==> config.mk <==
export PLATFORM = sky130hd
export DESIGN_NAME = unidade_muldiv
export DESIGN_NICKNAME = d
export VERILOG_FILES = /design/src/rtl/unidade_muldiv_pkg.sv /design/src/rtl/unidade_muldiv_passo_divisao.sv /design/src/rtl/unidade_muldiv.sv
export SDC_FILE = /design/constraint.sdc
export NUM_CORES = 1
export LEC_CHECK = 0
export BUFFER_PORTS_ARGS = -buffer_cell sky130_fd_sc_hd__clkbuf_2
export CORE_AREA = 8 8 146 182
export CTS_BUF_LIST = sky130_fd_sc_hd__clkbuf_4
export CTS_CLUSTER_DIAMETER = 30
export CTS_CLUSTER_SIZE = 16
export DETAILED_ROUTE_END_ITERATION = 8
export DIE_AREA = 0 0 154 190
export GPL_ROUTABILITY_DRIVEN = 0
export PLACE_DENSITY = 0.81
export SLEW_MARGIN = 20
export SYNTH_ARGS = -nofsm -noshare
export SYNTH_HDL_FRONTEND = slang
export SYNTH_HIERARCHICAL = 1
export SYNTH_SLANG_ARGS = --single-unit
==> constraint.sdc <==
create_clock -name clock -period 4.2 [get_ports clock]
set_input_delay 0.42 -clock clock [delete_from_list [all_inputs] [get_ports clock]]
set_output_delay 0.42 -clock clock [all_outputs]
set_load 0.05 [all_outputs]
==> src/rtl/unidade_muldiv_pkg.sv <==
// rtl/unidade_muldiv_pkg.sv - shared operation codes and FSM encoding for the mul/div unit
// Contents: ulaOP codes shared with the ULA, FSM state type, operation validity helper.
package unidade_muldiv_pkg;

   localparam logic [4:0] OP_MULTIPLICACAO = 5'b00010;
   localparam logic [4:0] OP_DIVISAO       = 5'b00011;
   localparam logic [4:0] OP_RESTO_DIVISAO = 5'b00100;

   typedef enum logic [1:0] {
      OCIOSO  = 2'd0,
      CALCULA = 2'd1,
      FIM     = 2'd2
   } estado_t;

   // Only these three codes belong to this unit; every other code is the ULA's.
   function automatic logic op_valida(input logic [4:0] op);
      return (op == OP_MULTIPLICACAO) || (op == OP_DIVISAO) || (op == OP_RESTO_DIVISAO);
   endfunction

endpackage

==> src/rtl/unidade_muldiv_passo_divisao.sv <==
// rtl/unidade_muldiv_passo_divisao.sv - one combinational restoring-division step
// Ports:
//   resto_i         partial remainder entering the step (always < divisor_i)
//   bit_entrada_i   next dividend bit shifted into the remainder
//   divisor_i       divisor
//   resto_o         partial remainder after the step
//   bit_quociente_o quotient bit produced by the step
module passo_divisao #(
   parameter int LARGURA = 32
) (
   input  logic [LARGURA-1:0] resto_i,
   input  logic               bit_entrada_i,
   input  logic [LARGURA-1:0] divisor_i,
   output logic [LARGURA-1:0] resto_o,
   output logic               bit_quociente_o
);

   logic [LARGURA:0] parcial;
   logic [LARGURA:0] diferenca;

   // parcial < 2*divisor, so the difference fits in LARGURA+1 bits and its
   // top bit is a reliable borrow flag.
   always_comb begin
      parcial   = {resto_i, bit_entrada_i};
      diferenca = parcial - {1'b0, divisor_i};
      if (!diferenca[LARGURA]) begin
         bit_quociente_o = 1'b1;
         resto_o         = diferenca[LARGURA-1:0];
      end else begin
         bit_quociente_o = 1'b0;
         resto_o         = parcial[LARGURA-1:0];
      end
   end

endmodule

==> src/rtl/unidade_muldiv.sv <==
// rtl/unidade_muldiv.sv - iterative unsigned multiply/divide unit with HI/LO registers
// Ports:
//   clock, reset         rising-edge clock, synchronous active-low reset
//   inicio, ulaOP        start request and operation code (mul/div/rem)
//   RS, RT               operands (multiplicand/dividend, multiplier/divisor)
//   escreveHI/LO         mthi/mtlo: load HI/LO from RS while idle
//   ocupado, pronto      busy level and one-cycle commit pulse
//   erroDiv              divide-by-zero flag of the last operation
//   saidaHI/LO/ULA       architectural HI, LO and selected result
module unidade_muldiv
   import unidade_muldiv_pkg::*;
#(
   parameter int LARGURA = 32
) (
   input  logic               clock,
   input  logic               reset,
   input  logic               inicio,
   input  logic [4:0]         ulaOP,
   input  logic [LARGURA-1:0] RS,
   input  logic [LARGURA-1:0] RT,
   input  logic               escreveHI,
   input  logic               escreveLO,
   output logic               ocupado,
   output logic               pronto,
   output logic               erroDiv,
   output logic [LARGURA-1:0] saidaHI,
   output logic [LARGURA-1:0] saidaLO,
   output logic [LARGURA-1:0] saidaULA
);

   localparam int ITERACOES = LARGURA;
   localparam int CW        = $clog2(ITERACOES);

   estado_t            estado_q, estado_d;
   logic [CW-1:0]      cont_q, cont_d;
   logic [4:0]         op_q, op_d;
   logic [LARGURA-1:0] operando_q, operando_d;
   // acc_hi/acc_lo are the working pair: product halves for multiply,
   // remainder/quotient (quotient shifting in as dividend shifts out) for divide.
   logic [LARGURA-1:0] acc_hi_q, acc_hi_d;
   logic [LARGURA-1:0] acc_lo_q, acc_lo_d;
   logic               div0_q, div0_d;
   logic [LARGURA-1:0] hi_q, hi_d;
   logic [LARGURA-1:0] lo_q, lo_d;
   logic [LARGURA-1:0] ula_q, ula_d;
   logic               pronto_q, pronto_d;
   logic               erro_q, erro_d;

   logic [LARGURA:0]   soma;
   logic [LARGURA-1:0] resto_novo;
   logic               bit_quociente;

   passo_divisao #(.LARGURA(LARGURA)) u_passo (
      .resto_i         (acc_hi_q),
      .bit_entrada_i   (acc_lo_q[LARGURA-1]),
      .divisor_i       (operando_q),
      .resto_o         (resto_novo),
      .bit_quociente_o (bit_quociente)
   );

   always_comb begin
      estado_d   = estado_q;
      cont_d     = cont_q;
      op_d       = op_q;
      operando_d = operando_q;
      acc_hi_d   = acc_hi_q;
      acc_lo_d   = acc_lo_q;
      div0_d     = div0_q;
      hi_d       = hi_q;
      lo_d       = lo_q;
      ula_d      = ula_q;
      pronto_d   = 1'b0;
      erro_d     = erro_q;
      // Shift-add: add multiplicand to the high half when the multiplier LSB
      // (held in acc_lo) is set, then shift the whole 65-bit value right.
      soma = {1'b0, acc_hi_q} + (acc_lo_q[0] ? {1'b0, operando_q} : '0);

      case (estado_q)
         OCIOSO: begin
            if (escreveHI) hi_d = RS;
            if (escreveLO) lo_d = RS;
            if (inicio && op_valida(ulaOP)) begin
               erro_d = 1'b0;
               op_d   = ulaOP;
               cont_d = '0;
               if (ulaOP == OP_MULTIPLICACAO) begin
                  operando_d = RS;
                  acc_hi_d   = '0;
                  acc_lo_d   = RT;
                  div0_d     = 1'b0;
                  estado_d   = CALCULA;
               end else if (RT == '0) begin
                  // Divide-by-zero result is known now; FIM just commits it.
                  acc_hi_d = RS;
                  acc_lo_d = '1;
                  div0_d   = 1'b1;
                  estado_d = FIM;
               end else begin
                  operando_d = RT;
                  acc_hi_d   = '0;
                  acc_lo_d   = RS;
                  div0_d     = 1'b0;
                  estado_d   = CALCULA;
               end
            end
         end
         CALCULA: begin
            if (op_q == OP_MULTIPLICACAO) begin
               acc_hi_d = soma[LARGURA:1];
               acc_lo_d = {soma[0], acc_lo_q[LARGURA-1:1]};
            end else begin
               acc_hi_d = resto_novo;
               acc_lo_d = {acc_lo_q[LARGURA-2:0], bit_quociente};
            end
            cont_d = cont_q + CW'(1);
            if (cont_q == CW'(ITERACOES - 1)) estado_d = FIM;
         end
         FIM: begin
            hi_d     = acc_hi_q;
            lo_d     = acc_lo_q;
            ula_d    = (op_q == OP_RESTO_DIVISAO) ? acc_hi_q : acc_lo_q;
            pronto_d = 1'b1;
            erro_d   = div0_q;
            estado_d = OCIOSO;
         end
         default: estado_d = OCIOSO;
      endcase
   end

   always_ff @(posedge clock) begin
      if (!reset) begin
         estado_q   <= OCIOSO;
         cont_q     <= '0;
         op_q       <= '0;
         operando_q <= '0;
         acc_hi_q   <= '0;
         acc_lo_q   <= '0;
         div0_q     <= 1'b0;
         hi_q       <= '0;
         lo_q       <= '0;
         ula_q      <= '0;
         pronto_q   <= 1'b0;
         erro_q     <= 1'b0;
      end else begin
         estado_q   <= estado_d;
         cont_q     <= cont_d;
         op_q       <= op_d;
         operando_q <= operando_d;
         acc_hi_q   <= acc_hi_d;
         acc_lo_q   <= acc_lo_d;
         div0_q     <= div0_d;
         hi_q       <= hi_d;
         lo_q       <= lo_d;
         ula_q      <= ula_d;
         pronto_q   <= pronto_d;
         erro_q     <= erro_d;
      end
   end

   assign ocupado  = (estado_q != OCIOSO);
   assign pronto   = pronto_q;
   assign erroDiv  = erro_q;
   assign saidaHI  = hi_q;
   assign saidaLO  = lo_q;
   assign saidaULA = ula_q;

endmodule

==> summary.md, run 1 <==
| Metric | Value |
|---|---|
| Setup Skew | `0.0518 ns` |
| CP required | `between 4 and 5 ns` |
| Unrepaired setup endpoints after global routing | `no` |
| Detailed Place HPWL | `between 30,000 and 40,000 um` |
| Post-CTS Hold Fix Bufs | `0` |
| Power Density | `between 300 and 400 mW/mm^2` |
| Num CTS Buffers | `approximately 40` |
| Slew HR | `0.308` |
| Worst Tran Pin Value | `1.04 ns` |
| Vias | `roughly 15,000` |
| Clock Path Buffers | `3` |
| Drt initial violations | `approximately 1,800` |
| CP Max Fanout | `24` |
| Ys flop type | `dfxtp_1` |
| Die area | `around 0.03 mm^2` |
| HP Class | `primary input to flip-flop` |
| Critical Path Sink Type | `flip-flop` |
| Vias in the first global route | `approximately 15,000` |
| Initial Util | `0.590` |
| Syn_nets | `1,942` |
| Routed len/inst | `about 22 um` |
| Post-DR vias/cell | `6.72` |
| Post-synth EDFFs | `0` |
| Synthesized instance count | `around 1,800` |
| CTS clk-pin slew, worst paths | `0.09 ns` |
| Root Driver | `clkbuf_4` |
| Die width | `approximately 150 um` |
| Status | `completed` |
| Chip height | `190 um` |
| Clk sinks | `between 200 and 250` |
| Final setup vio count | `0` |
| Port Buffers | `around 170` |
| Core ar. | `between 0.02 and 0.025 mm^2` |
| Minimum clock period | `4.02 ns` |
| Count of TritonRoute iterations in the first routing pass | `6` |
| Synth warn | `6` |
| CP Data Arrival Time | `roughly 4.5 ns` |
| Clock latency on the worst-skew pair | `slightly below 0.7 ns` |
| Area Growth Syn to Fin | `12.3%` |
| Routed Antenna Nets | `0` |
| Initial antenna violation count | `1` |
| Share of layout cells above drive strength 1 | `0.178` |
| Leakage | `roughly 6.5 nW` |
| Sequential area share after synthesis | `0.298` |
| Global Route Usage Sum | `0.334` |
| Max Cap Violations | `0` |
| Synth Cell Area | `around 0.014 mm^2` |
| Maximum ir drop on the vdd rail | `between 300 and 400 uV` |
| Worst Path Class, Setup | `flip-flop to flip-flop` |
| Largest net degree at the start of global routing | `between 90 and 100` |
| Max Freq | `roughly 250 MHz` |
| Total Wirelength | `50,400 um` |
| Place WS | `about 0.19 ns` |
| Worst Setup Start Kind | `flip-flop` |
| Synth top area share | `0.298` |
| Final hold vios | `0` |
| Fin nets | `between 2,000 and 2,500` |
| Leading area contributor after synthesis | `dfxtp_1` |
| DR DRC count | `0` |
| GRT overflow | `0` |
| Cell variety after synth | `86` |
| CTS tree | `built` |
| # H-tree levels | `2` |
| First-pass GRT wire length | `roughly 79,000 um` |
| # rows | `63` |
| Max Slew Vio Count | `0` |
| Final Worst Setup Slack | `approximately 0.18 ns` |
| Ports | `around 170` |
| #FFs+latches synth | `about 210` |
| TNS Setup | `0 ns` |
| Top post-synthesis cells by area | `dfxtp_1 30%, nand2_1 6.5%, o21ai_0 6.0%` |
| Period utilization | `0.956` |
| Fraction of registers with async set/reset | `0` |
| Syn Area/Cell | `slightly below 8 um^2` |
-- cells by family after synthesis --
kind of cell	share of synthesized area
AO/OA/AOI/OAI	0.273
XOR/XNOR	0.0309
adder cells (fa/ha/maj)	0.0623
buffers and inverters	0.0595
flip-flops	0.298
multiplexers	0.0751
AND/OR/NAND/NOR	0.202
-- worst paths after layout --
check	slack (ns)	cells past startpoint	end	start
setup / recovery	0.18	17	acc_hi_q[30]	acc_lo_q[31]
hold / removal	0.04	3	acc_hi_q[3]	RS[3]
setup reg to reg	0.18	17	acc_hi_q[30]	acc_lo_q[31]
hold reg to reg	0.47	2	erroDiv	div0_q
-- synth_stat cells, types with 13 or more instances --
library cell and count:
mux2i_1 69, nand2_1 239, nor3_1 51, inv_1 41
clkbuf_1 105, ha_1 66, a221oi_1 20, a211oi_1 103
a21oi_1 86, xnor2_1 26, a21o_1 32, o21ai_0 168
nor2b_1 38, nor2_1 152, dfxtp_1 207, a31oi_1 111
buf_2 13, mux2_4 19, and2_1 36, nand3_1 28
xor2_1 23
-- timing repair --
action | 4_1_cts | 5_1_grt
setup buffers | 0 | 3
setup endpoints to repair | 0 | 4
resized for setup | 0 | 1
-- state kept, by name (all words and copies together) (netlist names) --
signal      cells
acc_hi_q       32
acc_lo_q       32
operando_q     32
saidaHI        32
saidaLO        32
saidaULA       32
cont_q          5
op_q            5
estado_q        2
div0_q          1
erroDiv         1
pronto          1
-- report_power, final --
group	internal (mW)	switching (mW)	leakage, nW
Combinational	0.634	0.989	4.47
Sequential	2.05	0.0990	1.69
Clock	1.05	0.974	0.384
Total	3.74	2.06	6.54
-- cell type report --
class,instances,area (um^2)
Antenna cell,1,2.50
Clock buffer,42,315
Clock inverter,32,417
Fill cell,2004,7960
Inverter,42,170
Multi-Input combinational cell,1412,8990
Sequential cell,207,4140
Tap cell,292,365
Timing Repair Buffer,213,1210
-- per-stage QoR --
stage | utilization | cells | cell area [um^2] | power (mW) | hold WS (ns)
6_report | 0.662 | 2241 | 15600 | 5.80 | 0.0379
5_1_grt | 0.662 | 2241 | 15600 | 6.02 | 0.0345
4_1_cts | 0.660 | 2236 | 15600 | 5.74 | 0.00868
3_5_place_dp | 0.629 | 2162 | 14800 | 3.74 | 0.451
3_3_place_gp | 0.629 | 2162 | 14800 | 3.72 | 0.443
2_1_floorplan | - | 1800 | 13900 | 3.39 | 0.424
-- placed cells by master, fill, tap and decap left out, types with 6 or more instances in the layout --
cell and count:
inv_1 40, xor2_1 23, nand4_1 9, inv_6 9, and3_1 10, o21ai_0 168
nand2_1 238, ha_1 66, a221oi_1 20, o21a_1 9, clkbuf_2 171, a21oi_1 86
bufinv_16 8, mux2_4 19, xnor2_1 26, o2111ai_1 6, nor3_1 51, a211oi_1 103
buf_4 38, dfxtp_1 207, and2_1 35, nor2_1 148, mux2i_1 69, nor2b_1 36
a21o_1 32, nor4_1 10, a31oi_1 111, nand3_1 28, clkbuf_4 42
-- critical path, cell delays in order (launching register included) --
cell       delay (ns)
dfxtp_1          0.34
inv_1            0.05
ha_1             0.21
fa_1             0.41
and2b_1          0.24
o2111ai_2        0.13
a21oi_2          0.24
o2111ai_1        0.20
a211oi_2         0.29
nor2_4           0.10
mux2i_4          0.25
and2_4           0.24
clkinv_8         0.17
mux2_4           0.35
a2111oi_0        0.38
nor2_1           0.08
o2111ai_1        0.13
a211oi_2         0.05
-- metal layers --
layer / vias to the layer above / global-route usage / part of all wire
li1: 6827 / - / -
met1: 6932 / 0.369 / 0.36
met2: 1018 / 0.545 / 0.45
met3: 285 / 0.0820 / 0.11
met4: 0 / 0.262 / 0.080
met5: - / 0 / 0
Note: power is estimated with default switching activity, not from simulation.
==> inputs of run 2 (changes only) <==
--- a/config.mk
+++ b/config.mk
@@ -8,3 +8,3 @@
 export BUFFER_PORTS_ARGS = -buffer_cell sky130_fd_sc_hd__clkbuf_2
-export CORE_AREA = 8 8 146 182
+export CORE_AREA = 8 8 212 265
 export CTS_BUF_LIST = sky130_fd_sc_hd__clkbuf_4
@@ -13,5 +13,4 @@
 export DETAILED_ROUTE_END_ITERATION = 8
-export DIE_AREA = 0 0 154 190
+export DIE_AREA = 0 0 220 273
 export GPL_ROUTABILITY_DRIVEN = 0
-export PLACE_DENSITY = 0.81
 export SLEW_MARGIN = 20
==> constraint.sdc (replaced) <==
create_clock -name clock -period 4.6 [get_ports clock]
set_input_delay 0.46 -clock clock [delete_from_list [all_inputs] [get_ports clock]]
set_output_delay 0.46 -clock clock [all_outputs]
set_load 0.1 [all_outputs]
==> run 2 against run 1 <==
  * Cell count increased by 18%
  * Die area increased by 110%
  * Sequential power decreased by 8%
  * Non-clock buffer count decreased by 2
  * Sequential share of layout area decreased by 0.86 points
  * Critical endpoint unchanged
  * Highest routed layer unchanged
==> summary.md, run 2 (synthesized netlist as in run 1, its figures left out) <==
| Metric | Value |
|---|---|
| Status | `completed` |
| Worst Setup Start Kind | `flip-flop` |
| TNS Setup | `0 ns (unchanged)` |
| Slowest CP cell | `dfxtp_1` |
| Count of TritonRoute iterations in the first routing pass | `5 (-1)` |
| Initial antenna violation count | `2 (+1)` |
| Worst-case reg-to-reg path depth | `17 (unchanged)` |
| Unrepaired setup endpoints after global routing | `no` |
| # H-tree levels | `2 (unchanged)` |
| GRT overflow | `0 (unchanged)` |
| Pint | `3.36 mW (-10%)` |
| Hold Crit Start | `RS[15]` |
| Global Route Usage Sum | `0.174 (-0.160)` |
| Max Cap Violations | `0 (unchanged)` |
| Hold Crit Endpoint | `saidaLO[15]` |
| Area Growth Syn to Fin | `16.1%` |
| Sw power | `2.10 mW (+2.1%)` |
| Leading cell type in the layout, fill and taps excluded | `nand2_1` |
| Total power | `5.46 mW (-5.8%)` |
| Max Freq | `240 MHz (-3.5%)` |
| CP Data Arrival Time | `4.72 ns (+0.18 ns)` |
| Clock Path Buffers | `3 (unchanged)` |
| Family with the most delay on the worst path | `compound AO/OA/AOI/OAI gates` |
| R2r setup slk | `0.44 ns (+0.26 ns)` |
| Worst path bufs/invs | `2 (unchanged)` |
| First-pass GRT wire length | `83,700 um (+6.0%)` |
| Share of power burned in registers | `0.360 (-0.011)` |
| Initial Util | `0.267 (-0.322)` |
| R2r startpoint | `acc_lo_q[31]` |
| Combinational share of power | `0.300 (+0.020)` |
| Final setup vio count | `0 (unchanged)` |
| Die area | `0.0601 mm^2 (+110%)` |
| Hold Crit Depth | `3 (unchanged)` |
| Routed len/inst | `20.6 um (-8.4%)` |
| Num CTS Buffers | `50 (+22%)` |
| Critical Path Sink Type | `flip-flop` |
| Vias | `14,800 (-2.0%)` |
| Detailed Place HPWL | `39,400 um (+9.4%)` |
| CTS tree | `built` |
| CP Max Fanout | `24 (unchanged)` |
| Chip height | `273 um (+44%)` |
| Slew HR | `0.348 (+0.0407)` |
| Most frequent cells in the layout | `238 x nand2_1, 207 x dfxtp_1, 171 x clkbuf_2` |
| HP Class | `primary input to flip-flop` |
| Post-CTS Resized | `0 (unchanged)` |
| Post-layout util | `0.310 (-0.352)` |
| Reg2Reg Capture Point | `acc_hi_q[30]` |
| Worst Path Class, Setup | `flip-flop to flip-flop` |
| Total Wirelength | `54,400 um (+7.9%)` |
| Leakage | `6.54 nW (about the same)` |
| CP required | `5.16 ns (+0.43 ns)` |
| Maximum ir drop on the vdd rail | `244 uV (-24%)` |
| DR DRC count | `0 (unchanged)` |
| Share of layout cells above drive strength 1 | `0.181 (+0.00304)` |
| Drt initial violations | `1,304 (-28%)` |
| Clock latency on the worst-skew pair | `0.75 ns (+0.06 ns)` |
| # rows | `94 (+49%)` |
| Largest net degree at the start of global routing | `81 (-14%)` |
| Worst Tran Pin Value | `0.977 ns (-0.0599 ns)` |
| Ports | `173 (unchanged)` |
| Max Slew Vio Count | `0 (unchanged)` |
| Routed Antenna Nets | `0 (unchanged)` |
| Sw Ratio | `0.385 (+0.0297)` |
| CP Cell Sequence | `inv_1 > ha_1 > fa_1 > and2b_1 > o2111ai_2 > a21oi_2 > o2111ai_1 > a211oi_2 > nor2_4 > mux2i_4 > and2_4 > inv_8 > mux2_4 > a2111oi_0 > nor2_1 > o2111ai_1 > a211oi_2` |
| Period utilization | `0.904 (-0.0519)` |
| Critical Path Max Stage Delay | `0.42 ns (about the same)` |
| Final Non-Filler Cells | `2,639 (+18%)` |
| Clk pwr share | `0.339 (-0.010)` |
| Port Buffers | `172 (unchanged)` |
| Core ar. | `0.0520 mm^2 (+120%)` |
| Power Density | `339 mW/mm^2 (-8.9%)` |
| Minimum clock period | `4.16 ns (+0.144 ns)` |
| Die width | `220 um (+43%)` |
| CTS clk-pin slew, worst paths | `0.09 ns (about the same)` |
| Post-DR vias/cell | `5.59 (-17%)` |
| Clk sinks | `207 (unchanged)` |
| Root Driver | `clkbuf_4` |
| Number of fill cells | `5,620 (+180%)` |
| Fin nets | `2,066 (+0.34%)` |
| Vias in the first global route | `14,400 (-2.5%)` |
| Dpl cells | `2,536 (+17%)` |
| Setup Skew | `0.0784 ns (+0.0266 ns)` |
| Final hold vios | `0 (unchanged)` |
==> run 2: power groups by stage <==
stage | clock network (mW) | registers [mW] | logic, mW
2_1_floorplan | 0 | 2.28 | 0.978
3_3_place_gp | 0 | 2.01 | 1.59
3_5_place_dp | 0 | 2.01 | 1.59
4_1_cts | 1.88 | 1.97 | 1.61
5_1_grt | 1.98 | 1.98 | 1.74
6_report | 1.85 | 1.97 | 1.64
==> run 2: worst max path at each step <==
stage	slack [ns]	startpoint	depth (start not counted)	to
2_1_floorplan	0.79	acc_lo_q[31]	19	acc_hi_q[30]
3_3_place_gp	0.53	acc_lo_q[31]	17	acc_hi_q[30]
3_5_place_dp	0.43	acc_lo_q[31]	17	acc_hi_q[30]
4_1_cts	0.32	acc_lo_q[31]	17	acc_hi_q[30]
5_1_grt	0.09	acc_lo_q[31]	17	acc_hi_q[30]
6_report	0.44	acc_lo_q[31]	17	acc_hi_q[30]
==> run 2: what timing repair did <==
item                       4_1_cts  5_1_grt
setup endpoints to repair        0        1
hold endpoints to repair         8        0
hold buffers                     6        0
setup buffers                    0        2
==> run 2: worst register-to-register path, cell delays in order, from the launching register on <==
cell and delay, ns:
dfxtp_1 0.42, inv_1 0.07, ha_1 0.23, fa_1 0.41
and2b_1 0.26, o2111ai_2 0.13, a21oi_2 0.23, o2111ai_1 0.19
a211oi_2 0.32, nor2_4 0.10, mux2i_4 0.22, and2_4 0.23
inv_8 0.24, mux2_4 0.33, a2111oi_0 0.35, nor2_1 0.08
o2111ai_1 0.12, a211oi_2 0.05
==> run 2: metrics by stage <==
step / instance area [um^2] / worst slack [ns] / hold slack (ns)
floorplan: 13900 / 0.791 / 0.424
finish: 16100 / 0.441 / 0.0567
detailed placement: 15300 / 0.434 / 0.457
global route: 16100 / 0.0893 / 0.00892
CTS: 16100 / 0.320 / 0.00756
global placement: 15300 / 0.532 / 0.447
==> run 2: cell type report <==
cell class | instances | area [um^2] | area share
diodes | 2 | 5.00 | 0.000310
clock buffers | 55 | 413 | 0.0256
clock inverters | 38 | 365 | 0.0226
inverters | 42 | 165 | 0.0102
multi-input cells | 1412 | 8990 | 0.557
flip-flops and latches | 207 | 4140 | 0.257
well taps | 672 | 841 | 0.0521
repair buffers | 211 | 1210 | 0.0749
==> run 2: metal layers <==
layer / global-route usage / wire length [um] / vias up
li1: - / - / 6829
met1: 0.223 / 23100 / 7109
met2: 0.280 / 24900 / 702
met3: 0.0337 / 4270 / 123
met4: 0.0747 / 2050 / 0
met5: 0 / 0 / -
==> inputs of run 3 (changes only) <==
- CTS_BUF_LIST: sky130_fd_sc_hd__clkbuf_4 -> sky130_fd_sc_hd__clkbuf_8
==> run 3 against run 2 <==
  * Combinational power about the same
  * Clock skew down 0.027 ns
  * Core utilization rose by 0.58 points
  * Critical path type unchanged
  * Total power grew 11%
  * Highest routed layer unchanged
==> summary.md, run 3 (synthesized netlist as in run 1, its figures left out) <==
| Metric | Value |
|---|---|
| Status | `completed` |
| GRT overflow | `0 (unchanged)` |
| Maximum ir drop on the vdd rail | `226 uV (-7.2%)` |
| Num CTS Buffers | `50 (unchanged)` |
| Detailed Place HPWL | `39,400 um (unchanged)` |
| Total Wirelength | `54,600 um (+0.37%)` |
| Die area | `0.0601 mm^2 (unchanged)` |
| Leakage | `6.68 nW (+2.1%)` |
| Post-CTS Hold Fix Bufs | `0 (-6)` |
| CTS tree | `built` |
| Drt initial violations | `1,326 (+1.7%)` |
| First-pass GRT wire length | `84,000 um (+0.30%)` |
| Met2 Usage GRT | `0.277 (-0.00260)` |
| Routed len/inst | `20.7 um (+0.64%)` |
| CTS clk-pin slew, worst paths | `0.06 ns (-0.03 ns)` |
| Unrepaired setup endpoints after global routing | `no` |
| CP Max Fanout | `24 (unchanged)` |
| Most frequent cells in the layout | `238 x nand2_1, 207 x dfxtp_1, 171 x clkbuf_2` |
| Minimum clock period | `4.17 ns (+0.0117 ns)` |
| Power Density | `370 mW/mm^2 (+9.2%)` |
| Area Growth Syn to Fin | `18.2%` |
| Routed Antenna Nets | `0 (unchanged)` |
| Max Slew Vio Count | `0 (unchanged)` |
| Total power | `6.08 mW (+11%)` |
| Vias in the first global route | `14,300 (-0.69%)` |
| Met1 Usage GRT | `0.225 (+0.00150)` |
| Worst Setup Start Kind | `flip-flop` |
| Clk sinks | `207 (unchanged)` |
| Post-layout util | `0.316 (+0.00575)` |
| Final Non-Filler Cells | `2,632 (-0.27%)` |
| Root Driver | `clkbuf_8` |
| Die width | `220 um (unchanged)` |
| Hold Slack | `0.129 ns (+0.0724 ns)` |
| Initial antenna violation count | `1 (-1)` |
| Period utilization | `0.907 (+0.00253)` |
| Share of layout cells above drive strength 1 | `0.182 (+0.00107)` |
| Ports | `173 (unchanged)` |
| Count of TritonRoute iterations in the first routing pass | `6 (+1)` |
| Global Route Usage Sum | `0.174 (+0.000633)` |
| DR DRC count | `0 (unchanged)` |
| Setup Skew | `0.0518 ns (-0.0266 ns)` |
| Worst Path Class, Setup | `flip-flop to flip-flop` |
| Largest net degree at the start of global routing | `81 (unchanged)` |
| Max Cap Violations | `0 (unchanged)` |
| Dpl cells | `2,536 (unchanged)` |
| Clock latency on the worst-skew pair | `0.62 ns (-0.13 ns)` |
| CP Data Arrival Time | `4.65 ns (-0.07 ns)` |
| Chip height | `273 um (unchanged)` |
| # H-tree levels | `2 (unchanged)` |
| Port Buffers | `172 (unchanged)` |
| Met3 Usage GRT | `0.0336 (-0.000111)` |
| Number of fill cells | `5,610 (-0.18%)` |
| TNS Setup | `0 ns (unchanged)` |
| Worst Tran Pin Value | `0.980 ns (+0.00374 ns)` |
| Vias | `14,800 (+0.29%)` |
| Final hold vios | `0 (unchanged)` |
| HP Class | `primary input to flip-flop` |
| Leading cell type in the layout, fill and taps excluded | `nand2_1` |
| Slew HR | `0.346 (-0.00250)` |
| CP required | `5.08 ns (-0.08 ns)` |
| Initial Util | `0.267 (unchanged)` |
| Gr busiest metal | `met2` |
| Final setup vio count | `0 (unchanged)` |
| Fin nets | `2,060 (-0.29%)` |
| Max Freq | `240 MHz (-0.28%)` |
| Critical Path Sink Type | `flip-flop` |
| Core ar. | `0.0520 mm^2 (unchanged)` |
| # rows | `94 (unchanged)` |
| Clock Path Buffers | `3 (unchanged)` |
| Post-DR vias/cell | `5.63 (+0.56%)` |
-- run 3: metrics by stage --
| step | cell area (um^2) | setup WS [ns] |
|---|---|---|
| final | 16400 | 0.429 |
| after global routing | 16400 | 0.121 |
| after CTS | 16400 | 0.365 |
| after detailed placement | 15300 | 0.434 |
| after global placement | 15300 | 0.532 |
| after floorplan | 13900 | 0.791 |
-- run 3: per-layer routing --
metal,vias up,wire length (um)
li1,6801,-
met1,7159,23000
met2,700,24700
met3,146,4410
met4,0,2430
met5,-,0
-- run 3: what timing repair did --
item | 4_1_cts | 5_1_grt
buffers inserted | 0 | 2
setup endpoints to repair | 0 | 1
gates resized for setup | 0 | 0
-- run 3: final timing paths --
kind           startpoint           end  slack (ns)  depth (start not counted)
min reg2reg        div0_q        div0_q        0.46                          2
max          acc_lo_q[31]  acc_hi_q[24]        0.43                         17
min              ulaOP[2]       op_q[1]        0.13                          2
max reg2reg  acc_lo_q[31]  acc_hi_q[24]        0.43                         17
-- run 3: cell type report --
| cell class | count | area, um^2 | area share |
|---|---|---|---|
| clock buffers | 56 | 771 | 0.0469 |
| repair buffers | 205 | 1150 | 0.0699 |
| well taps | 672 | 841 | 0.0512 |
| diodes | 1 | 2.50 | 0.000152 |
| flip-flops and latches | 207 | 4140 | 0.252 |
| clock inverters | 37 | 369 | 0.0225 |
| inverters | 42 | 165 | 0.0100 |
| multi-input cells | 1412 | 8990 | 0.547 |
-- run 3: power breakdown --
group	switching [mW]	internal, mW	leakage, nW
clock network	1.03	1.44	0.555
logic	1.07	0.570	4.43
registers	0.0944	1.88	1.69
-- run 3: worst max-delay path: stages (launching register included) --
cell and delay [ns]:
dfxtp_1 0.42, inv_1 0.07, ha_1 0.23, fa_1 0.41, and2b_1 0.25, o2111ai_2 0.14, a21oi_2 0.24, o2111ai_1 0.19
a211oi_2 0.32, nor2_4 0.11, mux2i_4 0.22, and2_4 0.23, inv_8 0.25, mux2_4 0.33, a221oi_1 0.30, o31ai_1 0.13
a21oi_1 0.13, nor2_1 0.06
